==> src/rtl/pipe_stage_reg_pkg.sv <==
// Shared helpers for the elastic pipeline register: depth limit and counter sizing.
package pipe_stage_reg_pkg;

  localparam int unsigned PSR_MAX_DEPTH = 8;

  // Ceiling log2, usable at elaboration time for port widths.
  function automatic int unsigned psr_clog2(input int unsigned val);
    int unsigned res;
    res = 0;
    for (int unsigned i = 0; i < 32; i++) begin
      if ((64'd1 << i) < 64'(val)) begin
        res = i + 1;
      end
    end
    return res;
  endfunction

  // Occupancy counter must represent 0..depth inclusive.
  function automatic int unsigned psr_cnt_width(input int unsigned depth);
    return psr_clog2(depth + 1);
  endfunction

endpackage

==> src/rtl/pipe_stage_reg_slot.sv <==
// One elastic stage: a data word plus its valid bit, reloaded from upstream
// whenever the stage is ready; flush clears the valid bit and leaves data alone.
module pipe_stage_reg_slot #(
  parameter int unsigned      WIDTH   = 16,
  parameter logic [WIDTH-1:0] RST_VAL = '0
) (
  input  logic             clk,
  input  logic             rst_n,
  input  logic             load,
  input  logic             flush,
  input  logic [WIDTH-1:0] up_data,
  input  logic             up_valid,
  output logic [WIDTH-1:0] data_q,
  output logic             valid_q,
  output logic             valid_nxt_c
);

  logic [WIDTH-1:0] data_d;
  logic             valid_d;

  always_comb begin
    data_d  = data_q;
    valid_d = valid_q;
    if (flush) begin
      valid_d = 1'b0;
    end else if (load) begin
      data_d  = up_data;
      valid_d = up_valid;
    end
  end

  // Exposed so the parent can keep its occupancy count in step with the valid bits.
  assign valid_nxt_c = valid_d;

  always_ff @(posedge clk or negedge rst_n) begin
    if (!rst_n) begin
      data_q  <= RST_VAL;
      valid_q <= 1'b0;
    end else begin
      data_q  <= data_d;
      valid_q <= valid_d;
    end
  end

endmodule

==> src/rtl/pipe_stage_reg.sv <==
// Elastic valid/ready pipeline register of DEPTH stages with flush, bubble
// collapsing and a registered occupancy count.
module pipe_stage_reg
  import pipe_stage_reg_pkg::*;
#(
  parameter int unsigned      WIDTH   = 16,
  parameter int unsigned      DEPTH   = 2,
  parameter logic [WIDTH-1:0] RST_VAL = '0,
  localparam int unsigned     CNT_W   = psr_cnt_width(DEPTH)
) (
  input  logic             clk,
  input  logic             rst,
  input  logic             flush,
  input  logic [WIDTH-1:0] in_data,
  input  logic             in_valid,
  output logic             in_ready,
  output logic [WIDTH-1:0] out_data,
  output logic             out_valid,
  input  logic             out_ready,
  output logic [CNT_W-1:0] count
);

  logic [WIDTH-1:0] stage_data [DEPTH];
  logic [DEPTH-1:0] stage_valid;
  logic [DEPTH-1:0] stage_valid_nxt;
  logic [DEPTH-1:0] stage_rdy;
  logic [CNT_W-1:0] count_d;
  logic [CNT_W-1:0] count_q;

  // Ready ripples from the output side back so a full chain still streams.
  always_comb begin
    logic rdy_acc;
    stage_rdy = '0;
    rdy_acc   = !stage_valid[DEPTH-1] || out_ready;
    stage_rdy[DEPTH-1] = rdy_acc;
    for (int i = int'(DEPTH) - 2; i >= 0; i--) begin
      rdy_acc      = !stage_valid[i] || rdy_acc;
      stage_rdy[i] = rdy_acc;
    end
  end

  assign in_ready = stage_rdy[0] && !flush;

  for (genvar i = 0; i < DEPTH; i++) begin : g_stage
    if (i == 0) begin : g_head
      pipe_stage_reg_slot #(
        .WIDTH   (WIDTH),
        .RST_VAL (RST_VAL)
      ) u_slot (
        .clk         (clk),
        .rst_n       (rst),
        .load        (stage_rdy[i]),
        .flush       (flush),
        .up_data     (in_data),
        .up_valid    (in_valid),
        .data_q      (stage_data[i]),
        .valid_q     (stage_valid[i]),
        .valid_nxt_c (stage_valid_nxt[i])
      );
    end else begin : g_body
      pipe_stage_reg_slot #(
        .WIDTH   (WIDTH),
        .RST_VAL (RST_VAL)
      ) u_slot (
        .clk         (clk),
        .rst_n       (rst),
        .load        (stage_rdy[i]),
        .flush       (flush),
        .up_data     (stage_data[i-1]),
        .up_valid    (stage_valid[i-1]),
        .data_q      (stage_data[i]),
        .valid_q     (stage_valid[i]),
        .valid_nxt_c (stage_valid_nxt[i])
      );
    end
  end

  // Count tracks the popcount of the valid bits being loaded on this edge.
  always_comb begin
    count_d = '0;
    for (int i = 0; i < int'(DEPTH); i++) begin
      count_d = count_d + CNT_W'(stage_valid_nxt[i]);
    end
  end

  always_ff @(posedge clk or negedge rst) begin
    if (!rst) begin
      count_q <= '0;
    end else begin
      count_q <= count_d;
    end
  end

  assign count     = count_q;
  assign out_data  = stage_data[DEPTH-1];
  assign out_valid = stage_valid[DEPTH-1];

endmodule

==> config.mk <==
export PLATFORM = sky130hd
export DESIGN_NAME = pipe_stage_reg
export DESIGN_NICKNAME = d
export VERILOG_FILES = /design/src/rtl/pipe_stage_reg_pkg.sv /design/src/rtl/pipe_stage_reg_slot.sv /design/src/rtl/pipe_stage_reg.sv
export SDC_FILE = /design/constraint.sdc
export NUM_CORES = 1
export LEC_CHECK = 0
export BUFFER_PORTS_ARGS = -buffer_cell sky130_fd_sc_hd__buf_2
export CAP_MARGIN = 20
export CORE_MARGIN = 2
export CORE_UTILIZATION = 30
export CTS_CLUSTER_DIAMETER = 30
export CTS_CLUSTER_SIZE = 25
export DETAILED_ROUTE_END_ITERATION = 6
export GPL_ROUTABILITY_DRIVEN = 0
export MAX_ROUTING_LAYER = met4
export PLACE_DENSITY = 0.63
export SYNTH_ARGS = -nofsm -noshare
export SYNTH_HDL_FRONTEND = slang
export SYNTH_HIERARCHICAL = 1
export SYNTH_SLANG_ARGS = --single-unit
==> constraint.sdc <==
create_clock -name clk -period 1.4 [get_ports clk]
set_clock_uncertainty 0.2 [all_clocks]
set_input_delay 0.14 -clock clk [delete_from_list [all_inputs] [get_ports clk]]
set_output_delay 0.14 -clock clk [all_outputs]
set_load 0.01 [all_outputs]
## Word level (Yosys, flattened, before mapping)

Index checks and enable logic that the tools add are counted.

- Add/subtract/negate cells: 1
- Multiplexer cells: 4
- Bitwise operators: 1
- Reductions and logical operators: 8

Operators with widths:

| operator | count |
|---|---|
| 1-bit two-way mux | 4 |
| 2-bit AND reduction | 2 |
| 1-bit zero test | 3 |
| 1-bit by 1-bit adder with 2-bit output | 1 |
| 1-bit logical OR | 2 |
| 1-bit logical AND | 1 |
| 1-bit NOT | 1 |

- Register bits after elaboration: 36
- Word-level logic and storage cells: 19

## Depth between registers and ports, before layout

Gate-level depths: netlist of run 1.

- Word-level depth: 6
- Mapped depth: 5
- Mapped depth without buffers: 4

## Cells and area by module

Netlist of run 1, hierarchy kept.

By module, submodules not included:

| module | times used | cells each | area an instance (sq um) | sequential area each (sq um) |
|---|---|---|---|---|
| pipe_stage_reg_slot | 2 | 38 | 701.9 | 425.4 |
| pipe_stage_reg | 1 | 6 | 102.6 | 50.0 |

## Least setup slack after synthesis of run 1

No wires, ideal clock.

- Path kind: register to register
- Start point: reg g_stage[1].g_body.u_slot.valid_q
- End point: reg g_stage[1].g_body.u_slot.data_q[10]
- Setup time: 0.125 ns
- Arrival: 1.254 ns
- Path slack: -0.179 ns
- Stages on the path, launching flop included: 6
- Buffers on the path: 2
- Path through: dfrtp_1 > nand2b_1 > nor2b_4 > buf_6 > buf_12 > mux2_4

- Cells in the longest elaborated chain, start to end: 3

Ends and longest elaborated chain:

| element | RTL line | source |
|---|---|---|
| start, declared | pipe_stage_reg_slot.sv:14 | `output logic valid_q,` |
| start signal, assigned | pipe_stage_reg_slot.sv:41 | `valid_q <= valid_d;` |
| 1-bit zero test | pipe_stage_reg.sv:34 | `rdy_acc = !stage_valid[DEPTH-1] \|\| out_ready;` |
| 1-bit logical OR | pipe_stage_reg.sv:34 |  |
| net stage_rdy[1] | pipe_stage_reg.sv:26 | `logic [DEPTH-1:0] stage_rdy;` |
| 2-bit AND reduction (no source line) | -- |  |
| end signal, assigned | pipe_stage_reg_slot.sv:40 | `data_q <= data_d;` |
| end, declared | pipe_stage_reg_slot.sv:13 | `output logic [WIDTH-1:0] data_q,` |

The timed path passes the listed nets, and every way through them passes these cells.
A chain may end at the register's enable or synchronous reset.

## Final worst setup path of run 1

- Start point: reg g_stage[1].g_body.u_slot.valid_q
- End point: reg g_stage[1].g_body.u_slot.data_q[15]

Same word-level chain as after synthesis.

==> results of run 1 <==
## cells by family (layout without fill, tap and decap cells)
logic type                 count (synthesis)  after routing  synth area share [%]
and+or+nand+nor                            7              7                 4.984
muxes                                     34             34                 30.23
adders and majority gates                  1              1                0.8304
DFF                                       36             36                 59.80
buffers and inverters                      4             78                 4.153
## per-layer routing
metal / track usage, % / routed length [um] / share of wire [%] / up-vias
met5: - / 0 / 0 / -
met3: 3.748 / 129 / 4.4 / 4
met4: 3.571 / 23 / 0.78 / 0
met2: 19.49 / 1425 / 48 / 32
li1: - / - / - / 427
met1: 16.35 / 1379 / 47 / 443
## state kept, by name, summed over array words and instances (netlist names)
name                           count
g_stage.g_head.u_slot/data_q      16
g_stage.g_body.u_slot/data_q      16
count                              2
g_stage.g_head.u_slot/valid_q      1
g_stage.g_body.u_slot/valid_q      1
## synthesized netlist by cell type (all sizes together)
cell type | count | area [um2]
mux2i | 2 | 20.02
ha | 1 | 12.51
buf | 4 | 62.56
nor2b | 3 | 41.29
mux2 | 32 | 435.4
nand2b | 1 | 6.260
nor2 | 2 | 7.510
dfrtp | 36 | 900.9
nand3b | 1 | 20.02
## final cells by class
cell class                      count  area share [%]
Tap cell                           67           3.815
Clock buffer                        8           4.100
Sequential cell                    36           41.06
Timing Repair Buffer               70           25.00
Multi-Input combinational cell     42           26.03
## power breakdown
group	total (mW)	internal [mW]	switching, mW
clock network	0.744	0.401	0.343
logic	0.517	0.328	0.190
registers	1.25	1.17	0.0767
total	2.51	1.90	0.609
## stage by stage
stage / instances / area (um2) / total power [mW] / TNS [ns]
after floorplan: 82 / 1530 / 1.534 / -3.616
after global placement: 194 / 1882 / 1.720 / -2.395
after detailed placement: 194 / 1882 / 1.737 / -3.037
after CTS: 222 / 2176 / 2.547 / -3.536
after global routing: 223 / 2197 / 2.657 / -5.051
final: 223 / 2197 / 2.511 / -3.240
## repair_timing
action	CTS	global route
gates resized for setup	1	4
buffers inserted	1	1
endpoints found under the hold margin	53	0
gates cloned	0	0
hold buffers	19	0
endpoints found under the setup margin	34	35
pin swaps	1	2
## worst max-delay path, cell delays in order, from the launching register on
cell and delay [ns]:
dfrtp_2 0.43, nand2b_1 0.09, nor2b_4 0.21, buf_12 0.15
mux2_2 0.33
## worst max path at each step
stage,start,endpoint
floorplan,g_stage[1].g_body.u_slot/valid_q,g_stage[1].g_body.u_slot/data_q[10]
CTS,g_stage[1].g_body.u_slot/valid_q,g_stage[1].g_body.u_slot/data_q[12]
global route,g_stage[1].g_body.u_slot/valid_q,g_stage[1].g_body.u_slot/data_q[12]
finish,g_stage[1].g_body.u_slot/valid_q,g_stage[1].g_body.u_slot/data_q[15]
global placement,g_stage[1].g_body.u_slot/valid_q,g_stage[1].g_body.u_slot/data_q[11]
detailed placement,g_stage[1].g_body.u_slot/valid_q,g_stage[1].g_body.u_slot/data_q[12]
==> impl_metrics.tcl, run 1 <==
set metrics [dict create \
    status "finished with violations" \
    failed_checks "setup timing" \
    drv_slew 0 \
    worst_skew_pair.late_latency_ns 0.28 \
    required_ns 1.36 \
    register_area_um2 902.1 \
    post-place-ws_ns -0.1361 \
    grt_use_total_pct 12.69 \
    cts_root_buf "clkbuf_8" \
    final-setup-viol-count 35 \
    synth_cell_type_count 11 \
    grt_antenna_before_repair 0 \
    grt_overflow 0 \
    setup_slack_ns -0.1262 \
    maxCapViolations 0 \
    drive_above_1_share_pct 60.90 \
    grt_max_degree 37 \
    core_area_mm2 0.004786 \
    rsz0062_at_grt "yes" \
    clkTransAtPathRegs_ns 0.07 \
    critPathMaxFanout 9 \
    synth_nets 104 \
    yosys_warnings 6 \
    rows 25 \
    worst_slew_pin_slew_ns 0.1937 \
    cts.sink_count 36 \
    dieArea_mm2 0.005604 \
    portBuffers 40 \
    area_delta_synth_final_pct 45.85 \
    nNetsFinal 177 \
    slew_headroom_pct 87.08 \
    min_period_ns 1.526 \
    multi_input_area_um2 571.8 \
    rr_endpoint "g_stage[1].g_body.u_slot/data_q[15]" \
    path_class "register to register" \
    max_clock_freq_mhz 655.2 \
    htree_levels 2 \
    dieHeight_um 74.86 \
    max-clock-path-buffers 2 \
    avgSynthCellArea_um2 18.37 \
    drtIter0Drc 34 \
    start_util_pct 31.48 \
    dp_hpwl_mm 1.942 \
    grt_pass1_wl_mm 5.050 \
    syn_inst 82 \
    via_per_inst 4.063 \
    critical_path_arrival_ns 1.49 \
    p_per_area_mw_per_mm2 1143 \
    wl_per_cell_um 13.26 \
    end_kind "register" \
    drc 0 \
    final_antenna_net_count 0 \
    whs_ns 0.1445 \
    layout_common_cells "39 x buf_2, 35 x dfrtp_1, 27 x mux2_4" \
    tritoncts "yes" \
    cts_buffers 5 \
    fill_cells 433 \
    period_share_pct 109.0 \
    grt_pass1_vias 1037 \
    utilization_pct 45.91 \
    synth-seq-cells 36 \
    vias 906 \
    pin_count 41 \
    n_antenna_cell 0 \
    final_common_cell "buf_2" \
    power.leakage_nw 1.128 \
    r2r_slack_ns -0.13 \
    hold_viol 0 \
    peakVddDrop_v 0.0006391 \
    drt_wl_total_mm 2.958 \
    worst_setup_path_start_kind "register" \
    min-delay-path-class "primary input to asynchronous set/reset pin" \
    r2r-start "g_stage[1].g_body.u_slot/valid_q" \
    r2r_cells 4 \
    ys_seq_area_share_pct 59.80 \
    synth_area_mm2 0.001506 \
    first_pass_iters 3 \
    fp.dieW_um 74.86 \
]
Power figures use the tool's default switching activity.
==> run 2: changes to the inputs <==
--- a/config.mk
+++ b/config.mk
@@ -7,14 +7,13 @@
 export LEC_CHECK = 0
 export BUFFER_PORTS_ARGS = -buffer_cell sky130_fd_sc_hd__buf_2
 export CAP_MARGIN = 20
-export CORE_MARGIN = 2
 export CORE_UTILIZATION = 30
 export CTS_CLUSTER_DIAMETER = 30
 export CTS_CLUSTER_SIZE = 25
 export DETAILED_ROUTE_END_ITERATION = 6
 export GPL_ROUTABILITY_DRIVEN = 0
 export MAX_ROUTING_LAYER = met4
-export PLACE_DENSITY = 0.63
+export PLACE_DENSITY = 0.62
 export SYNTH_ARGS = -nofsm -noshare
 export SYNTH_HDL_FRONTEND = slang
 export SYNTH_HIERARCHICAL = 1
==> constraint.sdc (replaced) <==
create_clock -name clk -period 1.5 [get_ports clk]
set_clock_uncertainty 0.2 [all_clocks]
set_input_delay 0.15 -clock clk [delete_from_list [all_inputs] [get_ports clk]]
set_output_delay 0.15 -clock clk [all_outputs]
set_load 0.01 [all_outputs]
==> run 2 against run 1 <==
  * The run still ends with setup timing left
  * Cell count is 0.45% lower
  * Combinational power is 7.5% lower
  * Setup slack better by 0.12 ns
  * Fmax is 1.2% higher
  * Register-to-register slack better by 0.12 ns
  * Flip-flop and latch count stayed put
  * Critical path type unchanged
==> impl_metrics.tcl, run 2 (synthesized netlist as in run 1, its figures left out) <==
set metrics [dict create \
    status "finished with violations" \
    slew_headroom_pct 83.10 \
    r2r_slack_ns -0.009 \
    min-delay-path-class "primary input to asynchronous set/reset pin" \
    grt_antenna_before_repair 0 \
    start_util_pct 31.48 \
    r2r-start "g_stage[1].g_body.u_slot/valid_q" \
    htree_levels 2 \
    dp_hpwl_mm 2.008 \
    failed_checks "setup timing" \
    dp.cells 194 \
    drt_wl_total_mm 2.862 \
    worst_skew_pair.late_latency_ns 0.29 \
    drive_above_1_share_pct 60.65 \
    first_pass_iters 3 \
    required_ns 1.48 \
    cts_buffers 5 \
    area_delta_synth_final_pct 44.10 \
    p_per_area_mw_per_mm2 1143 \
    cts_root_buf "clkbuf_8" \
    final-setup-viol-count 9 \
    fill_cells 428 \
    intPower_mw 1.892 \
    whs_ns 0.04708 \
    grt_overflow 0 \
    place_area_mm2 0.001809 \
    setup_slack_ns -0.008546 \
    cts.sink_count 36 \
    p_sw_share_pct 23.79 \
    max-clock-path-buffers 2 \
    core_area_mm2 0.004786 \
    rsz0062_at_grt "yes" \
    grt_pass1_vias 955 \
    pin_count 41 \
    worst_slew_pin_slew_ns 0.2536 \
    power.leakage_nw 1.136 \
    rows 25 \
    final_antenna_net_count 0 \
    critPathMaxFanout 6 \
    peakVddDrop_v 0.0005806 \
    max_clock_freq_mhz 662.9 \
    grt_use_total_pct 12.31 \
    n_antenna_cell 0 \
    combPwrFrac_pct 19.3 \
    drv_slew 0 \
    wl_per_cell_um 12.89 \
    dieArea_mm2 0.005309 \
    layout.cells.non_filler 222 \
    r2r_cells 4 \
    tritoncts "yes" \
    fin_area_mm2 0.002171 \
    critical_path_arrival_ns 1.49 \
    dieHeight_um 72.86 \
    hold_viol 0 \
    period_share_pct 100.6 \
    fp.dieW_um 72.86 \
    worst_setup_path_start_kind "register" \
    path_class "register to register" \
    power_mw 2.482 \
    portBuffers 40 \
    maxCapViolations 0 \
    pwr-share-seq_pct 47.1 \
    layout_common_cells "40 x buf_2, 35 x dfrtp_1, 32 x mux2_4" \
    rr_endpoint "g_stage[0].g_head.u_slot/data_q[4]" \
    grt_max_degree 15 \
    nNetsFinal 176 \
    drc 0 \
    grt_pass1_wl_mm 4.533 \
    vias 899 \
    power_switching_mw 0.5906 \
    via_per_inst 4.050 \
    min_period_ns 1.509 \
    clkPwrFrac_pct 33.7 \
    drtIter0Drc 19 \
    end_kind "register" \
    final_common_cell "buf_2" \
    clkTransAtPathRegs_ns 0.07 \
]
[run 2: power by group through the flow]
stage          Combinational, mW  Sequential (mW)  Clock [mW]
6_report                   0.478             1.17       0.836
5_1_grt                    0.512             1.18       0.905
4_1_cts                    0.467             1.17       0.857
3_5_place_dp               0.409             1.18           0
3_3_place_gp               0.395             1.18           0
2_1_floorplan              0.215             1.20           0
[run 2: how the worst max path moves through the flow]
| stage | start | to | slack, ns | cells after the start |
|---|---|---|---|---|
| global placement | g_stage[0].g_head.u_slot/valid_q | g_stage[0].g_head.u_slot/data_q[9] | -0.006 | 4 |
| global route | g_stage[1].g_body.u_slot/valid_q | g_stage[1].g_body.u_slot/data_q[15] | -0.04 | 4 |
| finish | g_stage[1].g_body.u_slot/valid_q | g_stage[0].g_head.u_slot/data_q[4] | -0.009 | 4 |
| CTS | g_stage[1].g_body.u_slot/valid_q | g_stage[0].g_head.u_slot/data_q[13] | -0.01 | 4 |
| detailed placement | g_stage[0].g_head.u_slot/valid_q | g_stage[0].g_head.u_slot/data_q[4] | -0.02 | 4 |
| floorplan | g_stage[1].g_body.u_slot/valid_q | g_stage[1].g_body.u_slot/data_q[10] | -0.06 | 5 |
[run 2: repair_timing]
| action | in CTS | in global routing |
|---|---|---|
| gates resized for setup | 8 | 7 |
| gates cloned | 0 | 0 |
| hold endpoints to repair | 54 | 0 |
| hold buffers | 19 | 0 |
| endpoints found under the setup margin | 16 | 32 |
| buffers inserted | 1 | 0 |
[run 2: worst max-delay path: stages (launching register included)]
cell and delay (ns):
dfrtp_2 0.43, nand3b_4 0.09, nor2b_4 0.21, buf_6 0.17, mux2_4 0.30
[run 2: final cells by class]
type	count	area (um2)	share of cell area [%]
clock inverter	2	35.03	1.614
sequential	36	902.1	41.56
multi-input combinational	42	588.1	27.09
clock buffer	6	72.57	3.343
timing repair buffer	69	489.2	22.54
tap	67	83.83	3.862
[run 2: through the flow]
stage,setup WS [ns],utilization (%),setup TNS (ns)
global route,-0.04101,45.36,-0.8006
floorplan,-0.06048,-,-0.9376
detailed placement,-0.02178,37.80,-0.1602
CTS,-0.009655,44.81,-0.03706
global placement,-0.005610,37.80,-0.02953
finish,-0.008546,45.36,-0.05020
[run 2: layer usage]
metal / GRT usage (%) / vias to the layer above / part of all wire, %
met3: 3.177 / 8 / 4.3
met2: 16.41 / 33 / 42
li1: - / 430 / -
met4: 8.497 / 0 / 2.7
met5: - / - / 0
met1: 16.21 / 428 / 51
==> run 3: changes to the inputs <==
==> constraint.sdc (replaced) <==
create_clock -name clk -period 1.9 [get_ports clk]
set_clock_uncertainty 0.2 [all_clocks]
set_input_delay 0.19 -clock clk [delete_from_list [all_inputs] [get_ports clk]]
set_output_delay 0.19 -clock clk [all_outputs]
set_load 0.01 [all_outputs]
==> run 3 against run 2 <==
  * The flow now finishes without violations
  * Routed wire length is 8.2% lower
  * Hold slack got worse by 0.0068 ns
  * Cell count decreased by 5.0%
  * Fmax shrank 4.6%
  * Via count is 4.3% lower
  * Count of clock-buffer cells in the layout rose by 1
  * Register-to-register slack better by 0.33 ns
  * Largest power group unchanged
==> impl_metrics.tcl, run 3 (synthesized netlist as in run 1, its figures left out) <==
set metrics [dict create \
    rsz0062_at_grt "no" \
    cts.sink_count 36 \
    status "complete, no violations" \
    cts_root_buf "clkbuf_8" \
    setup_tns_ns 0 \
    combPwrFrac_pct 18.4 \
    cts_buffers 5 \
    rows 25 \
    grt_use_total_pct 11.14 \
    portBuffers 40 \
    worst_slew_pin_slew_ns 0.7870 \
    whs_ns 0.04031 \
    final_antenna_net_count 0 \
    fp.dieW_um 72.86 \
    min_period_ns 1.582 \
    p_sw_share_pct 23.38 \
    drtIter0Drc 13 \
    end_kind "register" \
    grt_pass1_vias 869 \
    period_share_pct 83.27 \
    p_per_area_mw_per_mm2 894.2 \
    grt_pass1_wl_mm 4.209 \
    dp_hpwl_mm 1.812 \
    min-delay-path-class "primary input to register" \
    first_pass_iters 2 \
    required_ns 1.86 \
    area_delta_synth_final_pct 35.05 \
    cp_num_buf_inv 1 \
    hold_viol 0 \
    core_area_mm2 0.004786 \
    worst_setup_path_start_kind "register" \
    layout_common_cells "40 x buf_2, 36 x dfrtp_1, 20 x mux2_4" \
    htree_levels 2 \
    clkTransAtPathRegs_ns 0.07 \
    fill_cells 443 \
    critical_path_arrival_ns 1.54 \
    path_cells "nand2b_1 > nor2b_4 > buf_12 > mux2_2" \
    wl_per_cell_um 12.45 \
    grt_overflow 0 \
    pwr-share-seq_pct 50.6 \
    final_common_cell "buf_2" \
    drive_above_1_share_pct 59.03 \
    power_switching_mw 0.4253 \
    drv_slew 0 \
    grt_max_degree 37 \
    start_util_pct 31.48 \
    path_class "register to register" \
    setup_slack_ns 0.3179 \
    crit_family "flip-flops" \
    grt_antenna_before_repair 0 \
    power.leakage_nw 1.036 \
    max-clock-path-buffers 2 \
    worst_skew_pair.late_latency_ns 0.27 \
    drt_wl_total_mm 2.628 \
    dieHeight_um 72.86 \
    via_per_inst 4.076 \
    slowest_delay_ns 0.43 \
    nNetsFinal 166 \
    maxCapViolations 0 \
    max_clock_freq_mhz 632.1 \
    final-setup-viol-count 0 \
    pin_count 41 \
    dieArea_mm2 0.005309 \
    vias 860 \
    clkPwrFrac_pct 31.0 \
    critPathMaxFanout 16 \
    tritoncts "yes" \
    crit_slowest_cell "dfrtp_1" \
    slew_headroom_pct 47.53 \
    drc 0 \
    intPower_mw 1.394 \
    postCtsSetupBuffers 0 \
    peakVddDrop_v 0.0004225 \
    post-place-ws_ns 0.3201 \
    n_antenna_cell 0 \
]
==> run 3: cell types whose count changed in the layout (fill, tap and decap cells not counted), sizes merged <==
| cell | change |
|---|---|
| buf | -8 |
| dlygate4sd3 | -2 |
| clkinv | -1 |
| bufinv | -1 |
| clkbuf | +1 |
==> run 3: final cells by class <==
type | instances | area, um2 | share of cell area (%)
Clock buffer | 7 | 96.34 | 4.736
Timing Repair Buffer | 59 | 410.4 | 20.17
Multi-Input combinational cell | 42 | 543.0 | 26.69
Sequential cell | 36 | 900.9 | 44.28
Tap cell | 67 | 83.83 | 4.121
==> run 3: final timing paths <==
check	startpoint	end	slack, ns	cells past startpoint
setup / recovery	g_stage[1].g_body.u_slot/valid_q	g_stage[1].g_body.u_slot/data_q[12]	0.32	4
hold / removal	flush	g_stage[0].g_head.u_slot/valid_q	0.04	2
setup reg to reg	g_stage[1].g_body.u_slot/valid_q	g_stage[1].g_body.u_slot/data_q[12]	0.32	4
hold reg to reg	g_stage[0].g_head.u_slot/data_q[13]	g_stage[0].g_head.u_slot/data_q[13]	0.31	1
max in group asynchronous	rst	g_stage[1].g_body.u_slot/data_q[9]	0.67	2
min in group asynchronous	rst	g_stage[1].g_body.u_slot/data_q[11]	0.33	2
==> run 3: stage by stage <==
stage | utilization (%) | total power, mW | instances | instance area, um2
floorplan | - | 1.120 | 82 | 1506
global placement | 36.94 | 1.235 | 187 | 1768
detailed placement | 36.94 | 1.247 | 187 | 1768
CTS | 42.51 | 1.852 | 211 | 2034
global route | 42.51 | 1.920 | 211 | 2034
finish | 42.51 | 1.819 | 211 | 2034
==> run 3: metal layers <==
metal  global-route usage [%]  vias up  wire length (um)
met5                        -        -                 0
met4                    4.575        0                 7
met3                    2.762        2               123
met2                    16.72       28              1266
met1                    14.44      422              1231
li1                         -      408                 -
==> run 3: worst reg2reg max path, cell delays in order (launching register included) <==
cell      delay, ns
dfrtp_1        0.43
nand2b_1       0.13
nor2b_4        0.17
buf_12         0.17
mux2_2         0.36
==> run 3: power by group through the flow <==
| stage | sequential (mW) | combinational [mW] | clock [mW] |
|---|---|---|---|
| 2_1_floorplan | 0.951 | 0.169 | 0 |
| 3_3_place_gp | 0.930 | 0.305 | 0 |
| 3_5_place_dp | 0.933 | 0.315 | 0 |
| 4_1_cts | 0.921 | 0.343 | 0.589 |
| 5_1_grt | 0.931 | 0.362 | 0.627 |
| 6_report | 0.920 | 0.336 | 0.564 |
==> run 3: what timing repair did <==
| item | in CTS | in global routing |
|---|---|---|
| gates resized for setup | 0 | 0 |
| endpoints found under the hold margin | 52 | 0 |
| hold buffers | 17 | 0 |
